$ cat src/rtl/avalon_pkg.sv
// Shared definitions for the Avalon-ST sequence source: FSM encoding and
// the legal parameter ranges checked at elaboration.
package avalon_pkg;

   typedef enum logic [1:0] {
      StIdle = 2'd0,
      StSend = 2'd1,
      StWrap = 2'd2
   } state_e;

   localparam int unsigned DataWMin    = 1;
   localparam int unsigned DataWMax    = 32;
   localparam int unsigned NumBeatsMin = 1;
   localparam int unsigned NumBeatsMax = 255;

endpackage

$ cat src/rtl/avalon_st_beat_ctr.sv
// Beat index within a packet plus terminal-count decode. Wraps to 0 when the
// last beat is advanced past, so back-to-back packets need no extra clear.
module avalon_st_beat_ctr #(
   parameter int unsigned NUM_BEATS = 3,
   localparam int unsigned CntW     = $clog2(NUM_BEATS + 1)
) (
   input  logic            clk,
   input  logic            resetn,
   input  logic            advance_i,
   input  logic            clear_i,
   output logic [CntW-1:0] index_o,
   output logic            last_o
);

   localparam logic [CntW-1:0] LastIdx = CntW'(NUM_BEATS - 1);

   logic [CntW-1:0] idx_q, idx_d;

   // Next index: clear wins, otherwise step and wrap on the terminal beat.
   always_comb begin
      idx_d = idx_q;
      if (clear_i) begin
         idx_d = '0;
      end else if (advance_i) begin
         idx_d = (idx_q == LastIdx) ? '0 : idx_q + CntW'(1);
      end
   end

   // Index register, asynchronously cleared.
   always_ff @(posedge clk or negedge resetn) begin
      if (!resetn) begin
         idx_q <= '0;
      end else begin
         idx_q <= idx_d;
      end
   end

   assign index_o = idx_q;
   assign last_o  = (idx_q == LastIdx);

   // The index never runs past the final beat.
   assert property (@(posedge clk) disable iff (!resetn) idx_q <= LastIdx);

endmodule

$ cat src/rtl/avalon_st_seq_source.sv
// Avalon-ST source emitting packets of an arithmetic sequence. Every output
// is a flop; ready only steers the next-state logic, never valid directly.
module avalon_st_seq_source
   import avalon_pkg::*;
#(
   parameter int unsigned DATA_W    = 8,
   parameter int unsigned FIRST_VAL = 4,
   parameter int unsigned STEP      = 1,
   parameter int unsigned NUM_BEATS = 3,
   parameter int unsigned REPEAT    = 0
) (
   input  logic              clk,
   input  logic              resetn,
   input  logic              start_i,
   input  logic              ready_i,
   output logic              valid_o,
   output logic [DATA_W-1:0] data_o,
   output logic              sop_o,
   output logic              eop_o,
   output logic              busy_o,
   output logic              done_o
);

   localparam int unsigned        CntW     = $clog2(NUM_BEATS + 1);
   localparam logic [DATA_W-1:0]  FirstV   = DATA_W'(FIRST_VAL);
   localparam logic [DATA_W-1:0]  StepV    = DATA_W'(STEP);
   localparam logic               FirstEop = (NUM_BEATS == 1);

   if (DATA_W < DataWMin || DATA_W > DataWMax) begin : g_bad_data_w
      $error("DATA_W outside legal range");
   end
   if (NUM_BEATS < NumBeatsMin || NUM_BEATS > NumBeatsMax) begin : g_bad_num_beats
      $error("NUM_BEATS outside legal range");
   end

   state_e            state_q, state_d;
   logic              valid_q, valid_d;
   logic [DATA_W-1:0] data_q, data_d;
   logic              sop_q, sop_d;
   logic              eop_q, eop_d;
   logic              busy_q, busy_d;
   logic              done_q, done_d;

   logic              transfer;
   logic [CntW-1:0]   beat_idx;
   logic              beat_last;
   logic              next_last;
   logic              carry;
   logic [DATA_W-1:0] sum;
   logic              overflow_flag;

   assign transfer = valid_q && ready_i;
   assign {carry, sum} = {1'b0, data_q} + {1'b0, StepV};
   assign next_last = (32'(beat_idx) + 32'd1) == (NUM_BEATS - 1);
   assign overflow_flag = (state_q == StWrap);

   avalon_st_beat_ctr #(
      .NUM_BEATS(NUM_BEATS)
   ) u_beat_ctr (
      .clk      (clk),
      .resetn   (resetn),
      .advance_i(transfer),
      .clear_i  (state_q == StIdle),
      .index_o  (beat_idx),
      .last_o   (beat_last)
   );

   // Next state and next registered outputs; registers hold unless changed.
   always_comb begin
      state_d = state_q;
      valid_d = valid_q;
      data_d  = data_q;
      sop_d   = sop_q;
      eop_d   = eop_q;
      busy_d  = busy_q;
      done_d  = 1'b0;
      unique case (state_q)
         StIdle: begin
            if (start_i) begin
               state_d = StSend;
               valid_d = 1'b1;
               data_d  = FirstV;
               sop_d   = 1'b1;
               eop_d   = FirstEop;
               busy_d  = 1'b1;
            end
         end
         StSend, StWrap: begin
            if (transfer) begin
               if (beat_last) begin
                  done_d = 1'b1;
                  if (REPEAT != 0) begin
                     state_d = StSend;
                     data_d  = FirstV;
                     sop_d   = 1'b1;
                     eop_d   = FirstEop;
                  end else begin
                     state_d = StIdle;
                     valid_d = 1'b0;
                     sop_d   = 1'b0;
                     eop_d   = 1'b0;
                     busy_d  = 1'b0;
                  end
               end else begin
                  // Wrap state only marks that this beat's data rolled over.
                  state_d = carry ? StWrap : StSend;
                  data_d  = sum;
                  sop_d   = 1'b0;
                  eop_d   = next_last;
               end
            end
         end
         default: begin
            state_d = StIdle;
            valid_d = 1'b0;
            sop_d   = 1'b0;
            eop_d   = 1'b0;
            busy_d  = 1'b0;
         end
      endcase
   end

   // State and output registers, asynchronously forced to idle.
   always_ff @(posedge clk or negedge resetn) begin
      if (!resetn) begin
         state_q <= StIdle;
         valid_q <= 1'b0;
         data_q  <= '0;
         sop_q   <= 1'b0;
         eop_q   <= 1'b0;
         busy_q  <= 1'b0;
         done_q  <= 1'b0;
      end else begin
         state_q <= state_d;
         valid_q <= valid_d;
         data_q  <= data_d;
         sop_q   <= sop_d;
         eop_q   <= eop_d;
         busy_q  <= busy_d;
         done_q  <= done_d;
      end
   end

   assign valid_o = valid_q;
   assign data_o  = data_q;
   assign sop_o   = sop_q;
   assign eop_o   = eop_q;
   assign busy_o  = busy_q;
   assign done_o  = done_q;

   // A stalled beat holds still until the sink takes it.
   assert property (@(posedge clk) disable iff (!resetn)
      valid_q && !ready_i |=> valid_q && $stable(data_q) && $stable(sop_q) && $stable(eop_q));

   // The overflow state is only ever a mid-packet beat.
   assert property (@(posedge clk) disable iff (!resetn) overflow_flag |-> valid_q && !sop_q);

endmodule

$ cat config.mk
export PLATFORM = sky130hd
export DESIGN_NAME = avalon_st_seq_source
export DESIGN_NICKNAME = d
export VERILOG_FILES = /design/src/rtl/avalon_pkg.sv /design/src/rtl/avalon_st_beat_ctr.sv /design/src/rtl/avalon_st_seq_source.sv
export SDC_FILE = /design/constraint.sdc
export NUM_CORES = 1
export LEC_CHECK = 0
export ABC_AREA = 1
export CAP_MARGIN = 10
export CORE_ASPECT_RATIO = 0.8
export CORE_MARGIN = 5
export CORE_UTILIZATION = 54
export DETAILED_ROUTE_END_ITERATION = 16
export PLACE_DENSITY = 0.9
export SLEW_MARGIN = 10
export SYNTH_ARGS = -nofsm -noshare
export SYNTH_HDL_FRONTEND = slang
export SYNTH_SLANG_ARGS = --single-unit
$ cat constraint.sdc
create_clock -name clk -period 3.69 [get_ports clk]
set_clock_uncertainty 0.05 [all_clocks]
set_input_delay 0.738 -clock clk [delete_from_list [all_inputs] [get_ports clk]]
set_output_delay 0.738 -clock clk [all_outputs]
set_load 0.02 [all_outputs]
# Yosys cells after proc, flatten, opt, wreduce, memory -nomap -nowiden
# Index checks and enable logic that the tools add are counted.
# word_totals
reg_bits,16
elab_cells,51
in_bits,4
out_inout_bits,13
# op_classes
eq_ne,8
mux,25
n_reduce_logical,8
add_sub_neg,3
# op_table
operator,count
2-to-1 mux 8 bit,3
one-hot mux 8 bit (2 select lines),1
2-to-1 mux 2 bit,7
2-to-1 mux 1 bit,10
"adder 8 x 1 -> 9 bit, second input constant",1
"!= test 2 bit, second input constant",4
one-hot mux 1 bit (2 select lines),3
"== test 2 bit, second input constant",2
one-hot mux 2 bit (2 select lines),1
AND reduction 4 bit,1
nonzero test 2 bit,2
"adder 2 x 1 -> 3 bit, second input constant",1
"== test 3 x 2 -> 1 bit, second input constant",1
AND reduction 3 bit,1
"adder 2 x 1 -> 2 bit, second input constant",1
"== test 2 x 1 -> 1 bit, second input constant",1
logical NOT 2 bit,1
AND reduction 2 bit,1
OR reduction 2 bit,1
logical AND 1 bit,1

# Logic depth before layout (Yosys ltp)
# depth
word_depth,5
depth_mapped,10
mapped_depth_nobuf,9

# By module
# Synthesis repeated with hierarchy kept, for this count alone.
# unflattened
cells_unflattened,115
area_unflattened_um2,879.6
# by_module_without_submodules
module,cells_each,n_inst,area_per_inst_um2
avalon_st_seq_source,102,1,783.3
avalon_st_beat_ctr,13,1,96.3

# Least setup slack after synthesis
# Ideal clock, no wire load.
# synth_timing
path_kind,flip-flop to flip-flop
start,register state_q[0]
end,"register busy_q, in the netlist busy_o"
synth_period_minus_slack_ns,1.467
slack_ns,2.223
arrival_time_ns,1.292
setup_time_ns,0.125
t_required_ns,3.515
path_stages_with_launch,9
cell_sequence,dfrtp_1 inv_1 ha_1 buf_6 nand2_4 nand2_4 or2_0 nand2_1 o21ai_1
# synth_between
elab_chain_len,4
word_cells_on_any_way,9
# synth_rtl
item,line,source
start: declaration,avalon_st_seq_source.sv:36,"state_e state_q, state_d;"
start signal: assignment,avalon_st_seq_source.sv:126,state_q <= StIdle;
start signal: assignment,avalon_st_seq_source.sv:134,state_q <= state_d;
== test 2 bit or == test 2 x 1 -> 1 bit (tied branches),avalon_st_seq_source.sv:77,unique case (state_q)
OR reduction 2 bit,avalon_st_seq_source.sv:77,
!= test 2 bit (no line),-,
AND reduction 3 bit (no line),-,
end signal: assignment,avalon_st_seq_source.sv:139,busy_q <= busy_d;
end: declaration,avalon_st_seq_source.sv:41,"logic busy_q, busy_d;"
# Several ways; a longest one is shown, not always the timed one.
# A chain may end at the register's enable or synchronous reset.

# Worst setup path after layout
# layout_timing
start,"register data_q[3], in the netlist data_o[3]"
end,output port data_o[3]
# layout_rtl
item,line,source
start: declaration,avalon_st_seq_source.sv:38,"logic [DATA_W-1:0] data_q, data_d;"
start signal: assignment,avalon_st_seq_source.sv:136,data_q <= data_d;
end: declaration,avalon_st_seq_source.sv:17,"output logic [DATA_W-1:0] data_o,"
# No word-level cell between the ends.

==> out/metrics.yaml <==
critPathKind: "reg -> out"
finalSetupTns_ns: 0
leakage_nw: 0.549
switching_share_pct: 46.6
power_mw: 0.875
path_max_fanout: 7
synth_cell_types: 21
die_area_sq_mm: 0.00268
period_minus_slack_ns: 2.18
vias: 818
cts-resized-gates: 0
final_cells: 157
ctsHtreeMaxLevel: 1
gp_congestion: 0.883
fillCellCount: 135
hold_violations: 0
synthTopCellsByArea: "dfrtp_1, nand2_1, nand3_1, inv_1, ha_1"
grt_pass1_wl_um: 3330
multi_input_comb_area_sq_um: 455
p_per_area_mw_per_mm2: 764
dp_hpwl_um: 1530
synth_nets: 124
synth.largest_area_cell: "dfrtp_1"
tightest_slew_ns: 0.700
drt_first_pass_iters: 4
clock_sinks: 16
seqCellArea_sq_um: 400
synth_seq_cells: 16
cts.path.max_buffers: 2
path_cells: "clkdlybuf4s50_1"
synth_enable_flop_cells: 0
synthTopCellsByCount: "nand2_1, dfrtp_1, inv_1, nand3_1, nor2_1"
syn-cell-area_sq_um: 940
fin_nets: 143
yosysMostFrequentCell: "nand2_1"
max-slew-margin-rel_pct: 53.2
drive_above_1_share_pct: 12.6
wl_per_cell_um: 12.6
critPathSlowestCell: "clkdlybuf4s50_1"
cp.required_ns: 2.90
cts_root_buf: "clkbuf_4"
fmax_mhz: 458
end_kind: "primary output"
pwr-share-clk_pct: 12.9
ctsHoldBuffers: 0
core_area_sq_mm: 0.00164
status: "finished clean"
area_delta_synth_final_pct: 21.8
clkTransAtPathRegs_ns: 0.09
cts_tree: "done"
diodes: 0
synth_cells: 117
via_per_inst: 5.21
synthArstFlopShare_pct: 100
syn_area_per_cell_sq_um: 8.03
cap_violations: 0
std_cell_rows: 13
yosysWarnings: 0
antenna_found_initial: 0
cts_buffers: 3
drt_iter0_drc: 24
drc: 0
power.share.sequential_pct: 31.7
wirelength_um: 1970
cts_setup_buffers: 0
clk_latency_ns: 0.29
overflow: 0
dieHeight_um: 47.3
grt_usage_pct: 17.3
start_kind: "flip-flop"
synth_ff_type: "dfrtp_1"
rsz0062_at_grt: "no"
yosysSeqAreaShare_pct: 42.6
io_buffers: 16
setup_viol: 0
critPathBufInv: 1
final_util_pct: 69.7
grt_pass1_vias: 769
postRouteAntennaNets: 0
pwr-share-comb_pct: 55.3
dp.cells: 153
netSwitchingPower_mw: 0.408
grt_max_degree: 17
die_width_um: 56.6
crit_arrival_ns: 1.39
ir_drop_mv: 0.573
period_share_pct: 59.2
initial_core_util_pct: 57.2
max_stage_delay_ns: 0.65
pin_count: 17
hp-class: "reg -> reg"
final_max_slew_viol_count: 0
crit_family: "buffers and inverters"
synth_top_area_share_pct: 42.6
p_int_mw: 0.467
-- per-layer routing --
| metal | routed length [um] | share of wire (%) | vias up | GRT usage, % |
|---|---|---|---|---|
| met5 | 0 | 0 | - | 0 |
| met4 | 48 | 2.4 | 0 | 9.95 |
| met3 | 125 | 6.3 | 8 | 6.59 |
| met2 | 937 | 48 | 24 | 28.1 |
| met1 | 860 | 44 | 371 | 20.1 |
| li1 | - | - | 415 | - |
-- registers in the layout, indices dropped and copies added, names as in the netlist --
register,count
busy_o,1
data_o,8
done_o,1
eop_o,1
sop_o,1
state_q,2
u_beat_ctr.index_o,2
-- final timing paths --
kind	from	endpoint	slack [ns]	cells after the start
worst max register to register	state_q[0]	data_o[2]	1.95	9
worst min register to register	eop_o	eop_o	0.45	2
max in group asynchronous	resetn	data_o[4]	2.33	1
worst min-delay path	eop_o	eop_o	0.45	2
min in group asynchronous	resetn	eop_o	0.81	1
worst max-delay path	data_o[3]	data_o[3]	1.51	1
-- logic make-up after synthesis --
logic type | after synthesis | share of synthesized area (%)
simple gates | 66 | 34.5
buf+inv | 18 | 8.92
flops | 16 | 42.6
compound gates | 14 | 9.99
fa+ha+maj | 3 | 4.00
-- power groups by stage --
stage,combinational (mW),sequential (mW),clock [mW]
floorplan,0.305,0.317,0
global placement,0.463,0.278,0
detailed placement,0.481,0.279,0
finish,0.484,0.278,0.113
global route,0.529,0.287,0.126
CTS,0.485,0.275,0.116
-- placed cells by master, fill, tap and decap left out, types with 4 or more instances in the layout --
master	count
nand2_1	35
nor2_1	7
o21ai_0	4
inv_1	14
nand3_1	13
dfrtp_1	16
clkdlybuf4s50_1	16
-- tightest hold or removal path: stages, from the launching register on --
cell	delay [ns]
dfrtp_1	0.36
nand2_1	0.05
o21ai_0	0.06
-- through the flow --
stage	instance area (sq um)	hold slack [ns]	setup WS (ns)
final	1140	0.449	1.51
after global routing	1140	0.502	1.44
after CTS	1140	0.450	1.50
after detailed placement	1110	0.429	1.66
after global placement	1110	0.434	1.71
after floorplan	940	0.392	2.22
-- layout make-up --
cell class / count / area share, %
multi-input combinational: 83 / 39.8
sequential: 16 / 35.0
timing repair buffer: 16 / 14.0
inverter: 16 / 5.68
clock buffer: 4 / 3.17
tap: 22 / 2.40
(Power assumes the default switching activity.)
